`src/rtl/uart_cmd_wrapper.sv`:
```
// rtl/uart_cmd_wrapper.sv - UART command link endpoint: two RX bytes in as a 16-bit command, one response byte out.
// Optional WAIT_LO timeout under UART_CMD_WRAPPER_TIMEOUT_EN.
module uart_cmd_wrapper #(
    parameter int BAUD_DIV    = 5208,
    parameter int TIMEOUT_CYC = 2000000
) (
    input  logic        clk,
    input  logic        rst_n,
    input  logic        RX,
    output logic        TX,
    output logic [15:0] cmd,
    output logic        cmd_rdy,
    input  logic        clr_cmd_rdy,
    input  logic [7:0]  resp,
    input  logic        trmt,
    output logic        tx_done
);

    localparam logic [15:0] BIT_M1  = 16'(BAUD_DIV - 1);
    localparam logic [15:0] HALF_M1 = 16'(BAUD_DIV / 2 - 1);

    typedef enum logic {RX_IDLE, RX_RECV} rx_state_t;
    typedef enum logic {A_IDLE, A_WAIT_LO} asm_state_t;
    typedef enum logic {TX_IDLE, TX_SHIFT} tx_state_t;

    rx_state_t  rx_state, rx_nxt;
    asm_state_t asm_state, asm_nxt;
    tx_state_t  tx_state, tx_nxt;

    logic        rx_ff1, rx_ff2, rx_ff3;
    logic [15:0] rx_cnt;
    logic [3:0]  rx_bit;
    logic [7:0]  rx_shreg;
    logic        rx_fall, rx_sample, rx_rdy;

    logic [7:0]  hi_byte;
    logic        timeout;

    logic [15:0] tx_cnt;
    logic [3:0]  tx_bit;
    logic [9:0]  tx_shreg;
    logic        tx_bit_end;

    // rx_ff3 is the previous synchronized value, used only for edge detection
    assign rx_fall   = rx_ff3 & ~rx_ff2;
    assign rx_sample = (rx_state == RX_RECV) && (rx_cnt == 16'd0);
    assign rx_rdy    = rx_sample && (rx_bit == 4'd9) && rx_ff2;

    always_comb begin
        rx_nxt = rx_state;
        case (rx_state)
            RX_IDLE: if (rx_fall) rx_nxt = RX_RECV;
            RX_RECV: if (rx_sample && ((rx_bit == 4'd0 && rx_ff2) || rx_bit == 4'd9))
                         rx_nxt = RX_IDLE;
            default: rx_nxt = RX_IDLE;
        endcase
    end

    always_ff @(posedge clk) begin
        if (!rst_n) begin
            rx_state <= RX_IDLE;
            rx_ff1   <= 1'b1;
            rx_ff2   <= 1'b1;
            rx_ff3   <= 1'b1;
            rx_cnt   <= 16'd0;
            rx_bit   <= 4'd0;
            rx_shreg <= 8'd0;
        end else begin
            rx_state <= rx_nxt;
            rx_ff1   <= RX;
            rx_ff2   <= rx_ff1;
            rx_ff3   <= rx_ff2;
            if (rx_state == RX_IDLE) begin
                rx_cnt <= HALF_M1;
                rx_bit <= 4'd0;
            end else if (rx_cnt != 16'd0) begin
                rx_cnt <= rx_cnt - 16'd1;
            end else begin
                rx_cnt <= BIT_M1;
                rx_bit <= rx_bit + 4'd1;
                if (rx_bit != 4'd0 && rx_bit != 4'd9)
                    rx_shreg <= {rx_ff2, rx_shreg[7:1]};
            end
        end
    end

`ifdef UART_CMD_WRAPPER_TIMEOUT_EN
    logic [31:0] to_cnt;
    assign timeout = (to_cnt == 32'(TIMEOUT_CYC));

    always_ff @(posedge clk) begin
        if (!rst_n || asm_state == A_IDLE)
            to_cnt <= 32'd0;
        else if (!timeout)
            to_cnt <= to_cnt + 32'd1;
    end
`else
    // WAIT_LO never expires in this build
    assign timeout = (TIMEOUT_CYC < 0);
`endif

    always_comb begin
        asm_nxt = asm_state;
        case (asm_state)
            A_IDLE:    if (rx_rdy) asm_nxt = A_WAIT_LO;
            A_WAIT_LO: if (rx_rdy || timeout) asm_nxt = A_IDLE;
            default:   asm_nxt = A_IDLE;
        endcase
    end

    always_ff @(posedge clk) begin
        if (!rst_n) begin
            asm_state <= A_IDLE;
            hi_byte   <= 8'd0;
            cmd       <= 16'd0;
            cmd_rdy   <= 1'b0;
        end else begin
            asm_state <= asm_nxt;
            if (asm_state == A_IDLE && rx_rdy) begin
                hi_byte <= rx_shreg;
                cmd_rdy <= 1'b0;
            end else if (asm_state == A_WAIT_LO && rx_rdy) begin
                cmd     <= {hi_byte, rx_shreg};
                cmd_rdy <= 1'b1;
            end else if (clr_cmd_rdy) begin
                cmd_rdy <= 1'b0;
            end
        end
    end

    assign tx_bit_end = (tx_cnt == BIT_M1);
    assign TX         = (tx_state == TX_SHIFT) ? tx_shreg[0] : 1'b1;

    always_comb begin
        tx_nxt = tx_state;
        case (tx_state)
            TX_IDLE:  if (trmt) tx_nxt = TX_SHIFT;
            TX_SHIFT: if (tx_bit_end && tx_bit == 4'd9) tx_nxt = TX_IDLE;
            default:  tx_nxt = TX_IDLE;
        endcase
    end

    always_ff @(posedge clk) begin
        if (!rst_n) begin
            tx_state <= TX_IDLE;
            tx_cnt   <= 16'd0;
            tx_bit   <= 4'd0;
            tx_shreg <= 10'h3FF;
            tx_done  <= 1'b0;
        end else begin
            tx_state <= tx_nxt;
            if (tx_state == TX_IDLE) begin
                tx_cnt <= 16'd0;
                tx_bit <= 4'd0;
                if (trmt) begin
                    tx_shreg <= {1'b1, resp, 1'b0};
                    tx_done  <= 1'b0;
                end
            end else if (tx_bit_end) begin
                tx_cnt   <= 16'd0;
                tx_bit   <= tx_bit + 4'd1;
                tx_shreg <= {1'b1, tx_shreg[9:1]};
                if (tx_bit == 4'd9)
                    tx_done <= 1'b1;
            end else begin
                tx_cnt <= tx_cnt + 16'd1;
            end
        end
    end

endmodule

```
`config.mk`:
```
export PLATFORM = sky130hd
export DESIGN_NAME = uart_cmd_wrapper
export DESIGN_NICKNAME = d
export VERILOG_FILES = /design/src/rtl/uart_cmd_wrapper.sv
export SDC_FILE = /design/constraint.sdc
export NUM_CORES = 1
export LEC_CHECK = 0
export CAP_MARGIN = 0
export CORE_UTILIZATION = 50
export DETAILED_ROUTE_END_ITERATION = 16
export PLACE_DENSITY_LB_ADDON = 0.25
export SLEW_MARGIN = 20
export SYNTH_ARGS = -nofsm -noshare
export SYNTH_HDL_FRONTEND = slang
export SYNTH_SLANG_ARGS = --single-unit
```
`constraint.sdc`:
```
create_clock -name clk -period 7.3 [get_ports clk]
set_clock_uncertainty 0.2 [all_clocks]
set_input_delay 2.19 -clock clk [delete_from_list [all_inputs] [get_ports clk]]
set_output_delay 2.19 -clock clk [all_outputs]
set_load 0.05 [all_outputs]
```
==> results.toml <==
[status]
status = "finished clean"

[power_and_ir_drop]
sequentialPowerShare_pct = 56.9
vdd_drop_max_v = 0.000112
leakage_nw = 1.42
p_sw_share_pct = 24.1
pwr-share-clk_pct = 37.9
p_int_mw = 0.673
switchingPower_mw = 0.214
power_density_nw_per_um2 = 203
power_frac_comb_pct = 5.2

[floorplanning]
start_util_pct = 52.2
core_um2 = 7330
dieArea_um2 = 8000
die_h_um = 89.5
die_w_um = 89.5
placementRows = 31
ios = 32

[yosys]
yosys-top-cells-area = "dfxtp_1, mux2i_1, nor2_1"
yosysTopAreaCell = "dfxtp_1"
yosysSeqAreaShare_pct = 46.6
yosys.area.top_type_share_pct = 46.6
synth_nets = 434
yosysWarnings = 0
syn_area_um2 = 3820
synth_cells = 412
synthDistinctLibCells = 45
syn_area_per_cell_um2 = 9.28
ys_ff_latch = 89

[routing]
route.detailed.drc = 0
dr.first_iter.drc_count = 137
routed_wirelength_um = 7330
viasPerCell = 5.48
ant_nets = 0
post_drt_wl_per_cell_um = 13.6
vias = 2943
firstDrtPassIters = 4

[timing]
maxSlewViolCount = 0
final-hold-violation-count = 0
rsz0062_at_grt = "false"
fin_crit_ps = 4430
setup_tns_ps = 0
fin_crit_sh_pct = 60.7
setup_viol = 0
fmax_mhz = 226
worst_pin_slew_ps = 969
slew-limit-headroom_pct = 35.4

[grt]
grt_pass1_vias = 2692
grt_overflow = 0
grt_max_degree = 28
grt_pass1_wl_um = 12200
grt_use_total_pct = 19.8
antenna_found_initial = 0

[clocking]
clock_path_buffers = 2
ctsResizeCount = 0
post_cts_buffers = 0
hold_buffers = 0
clock_sinks = 89
clk_latency_ps = 360
cts_buffers = 9
root_buffer = "clkbuf_8"
path_clk_slew_ps = 80
cts_tree = "done"
h-tree-depth = 3

[final_layout]
area_delta_synth_final_pct = 14.0
fillers = 622
drive_above_1_share_pct = 5.94
fin_area_um2 = 4360
final_net_count = 456
final_util_pct = 59.5
num_antenna_cells = 0

[placement]
dp.final_hpwl_um = 4930
placed_cell_area_um2 = 4170
io_buffers = 31
gp_congestion = 0.771

[setup_path]
critPathTopFamily = "flip-flops"
timing.critical_path.buf_inv = 1
crit_chain = "nand2b_1 -> clkdlybuf4s50_1"
slowest_stage = "dfxtp_1"
slowest_delay_ps = 810
cp_max_fo = 24
cp.arrival_ps = 2040
cp-start-kind = "flip-flop"
critPathKind = "reg -> out"
critPathCaptureType = "output port"
worstPathRequired_ps = 4910
rrSetupSlack_ps = 4070

[run]
max_cap_viol_count = 0

[hold_path]
hold_path.class = "reg -> reg"
-- final timing paths --
check / start / endpoint / cells after the start
hold / removal: rx_ff1$_SDFF_PN1_ / rx_ff2$_SDFF_PN1_ / 1
hold reg to reg: rx_ff1$_SDFF_PN1_ / rx_ff2$_SDFF_PN1_ / 1
setup / recovery: tx_state$_SDFF_PN0_ / TX / 2
setup reg to reg: rx_cnt[0]$_SDFF_PN0_ / cmd[7]$_SDFFE_PN0P_ / 9
-- metrics by stage --
step | setup WS [ps] | hold slack [ps] | std cells | power [mW]
after floorplan | 3930 | 186 | 412 | 0.547
after global placement | 2980 | 191 | 522 | 0.561
after detailed placement | 2900 | 194 | 522 | 0.562
after CTS | 2870 | 214 | 537 | 0.893
after global routing | 2780 | 236 | 537 | 0.924
final | 2870 | 212 | 537 | 0.887
-- routing by layer --
metal,up-vias,GRT usage (%),wire length (um)
met4,0,8.08,95
met2,42,34.4,3630
li1,1492,-,-
met5,-,0,0
met1,1398,24.3,3420
met3,11,3.69,177
-- power groups by stage --
stage	sequential (mW)	clock, mW	combinational (mW)
after floorplan	0.512	0	0.0351
after global placement	0.516	0	0.0449
after detailed placement	0.516	0	0.0460
after CTS	0.505	0.342	0.0464
after global routing	0.507	0.366	0.0513
final	0.505	0.336	0.0462
-- placed cells by master, fill, tap and decap left out, types with 10 or more instances in the layout --
cell	n
nor3_1	14
nor2_1	58
nand2_1	22
nand3_1	31
mux2i_1	34
inv_1	13
xnor2_1	16
nand4_1	10
dfxtp_1	89
a21oi_1	14
clkdlybuf4s50_1	31
-- registers in the layout (all words and copies together), names as in the netlist, 4 cells and up --
name	cells
cmd	16
hi_byte	8
rx_bit	4
rx_cnt	16
rx_shreg	8
tx_bit	4
tx_cnt	16
tx_shreg	9
-- layout make-up --
cell class                 count  area (um^2)  area share [%]
clock inverter                 6         67.6            1.55
multi-input combinational    289         1900            43.5
tap                           99          124            2.84
clock buffer                   9          124            2.84
inverter                      13         48.8            1.12
timing repair buffer          32          318            7.29
sequential                    89         1780            40.8
-- worst reg2reg max path, cell delays in order (launching register included) --
cell     delay (ps)
dfxtp_1         370
inv_1            80
ha_1            230
and2b_1         300
and4_2          320
nand2_1         100
nor3_1          310
ha_1            860
mux2i_1         290
nor2_1           60
-- synth_stat cells, drive strengths merged --
library cell	instances
dfxtp	89
nor2	58
mux2i	34
nand3	31
nand2	22
nor3	18
xnor2	16
clkbuf	15
a21oi	14
inv	13
nand4	11
ha	9
o21ai	9
xor2	9
a221oi	7
nor4	7
buf	6
nand2b	6
or3	5
nor2b	3
nor3b	3
o31ai	3
a211oi	2
a31oi	2
and3b	2
and4	2
nor4b	2
nor4bb	2
o211ai	2
or3b	2
or4	2
and2b	1
nand4b	1
o31a	1
o41ai	1
or2	1
or4b	1
-- logic make-up (layout without fill, tap and decap cells) --
logic type,after synthesis,after routing,synth area share (%)
AND/OR/NAND/NOR,180,180,25.3
flip-flops,89,89,46.6
AO/OA/AOI/OAI,41,41,6.77
multiplexers,34,34,8.90
buffers and inverters,34,60,3.79
XOR/XNOR,25,25,5.72
adder cells (fa/ha/maj),9,9,2.94
No activity file was read; power rests on OpenSTA's default activity.
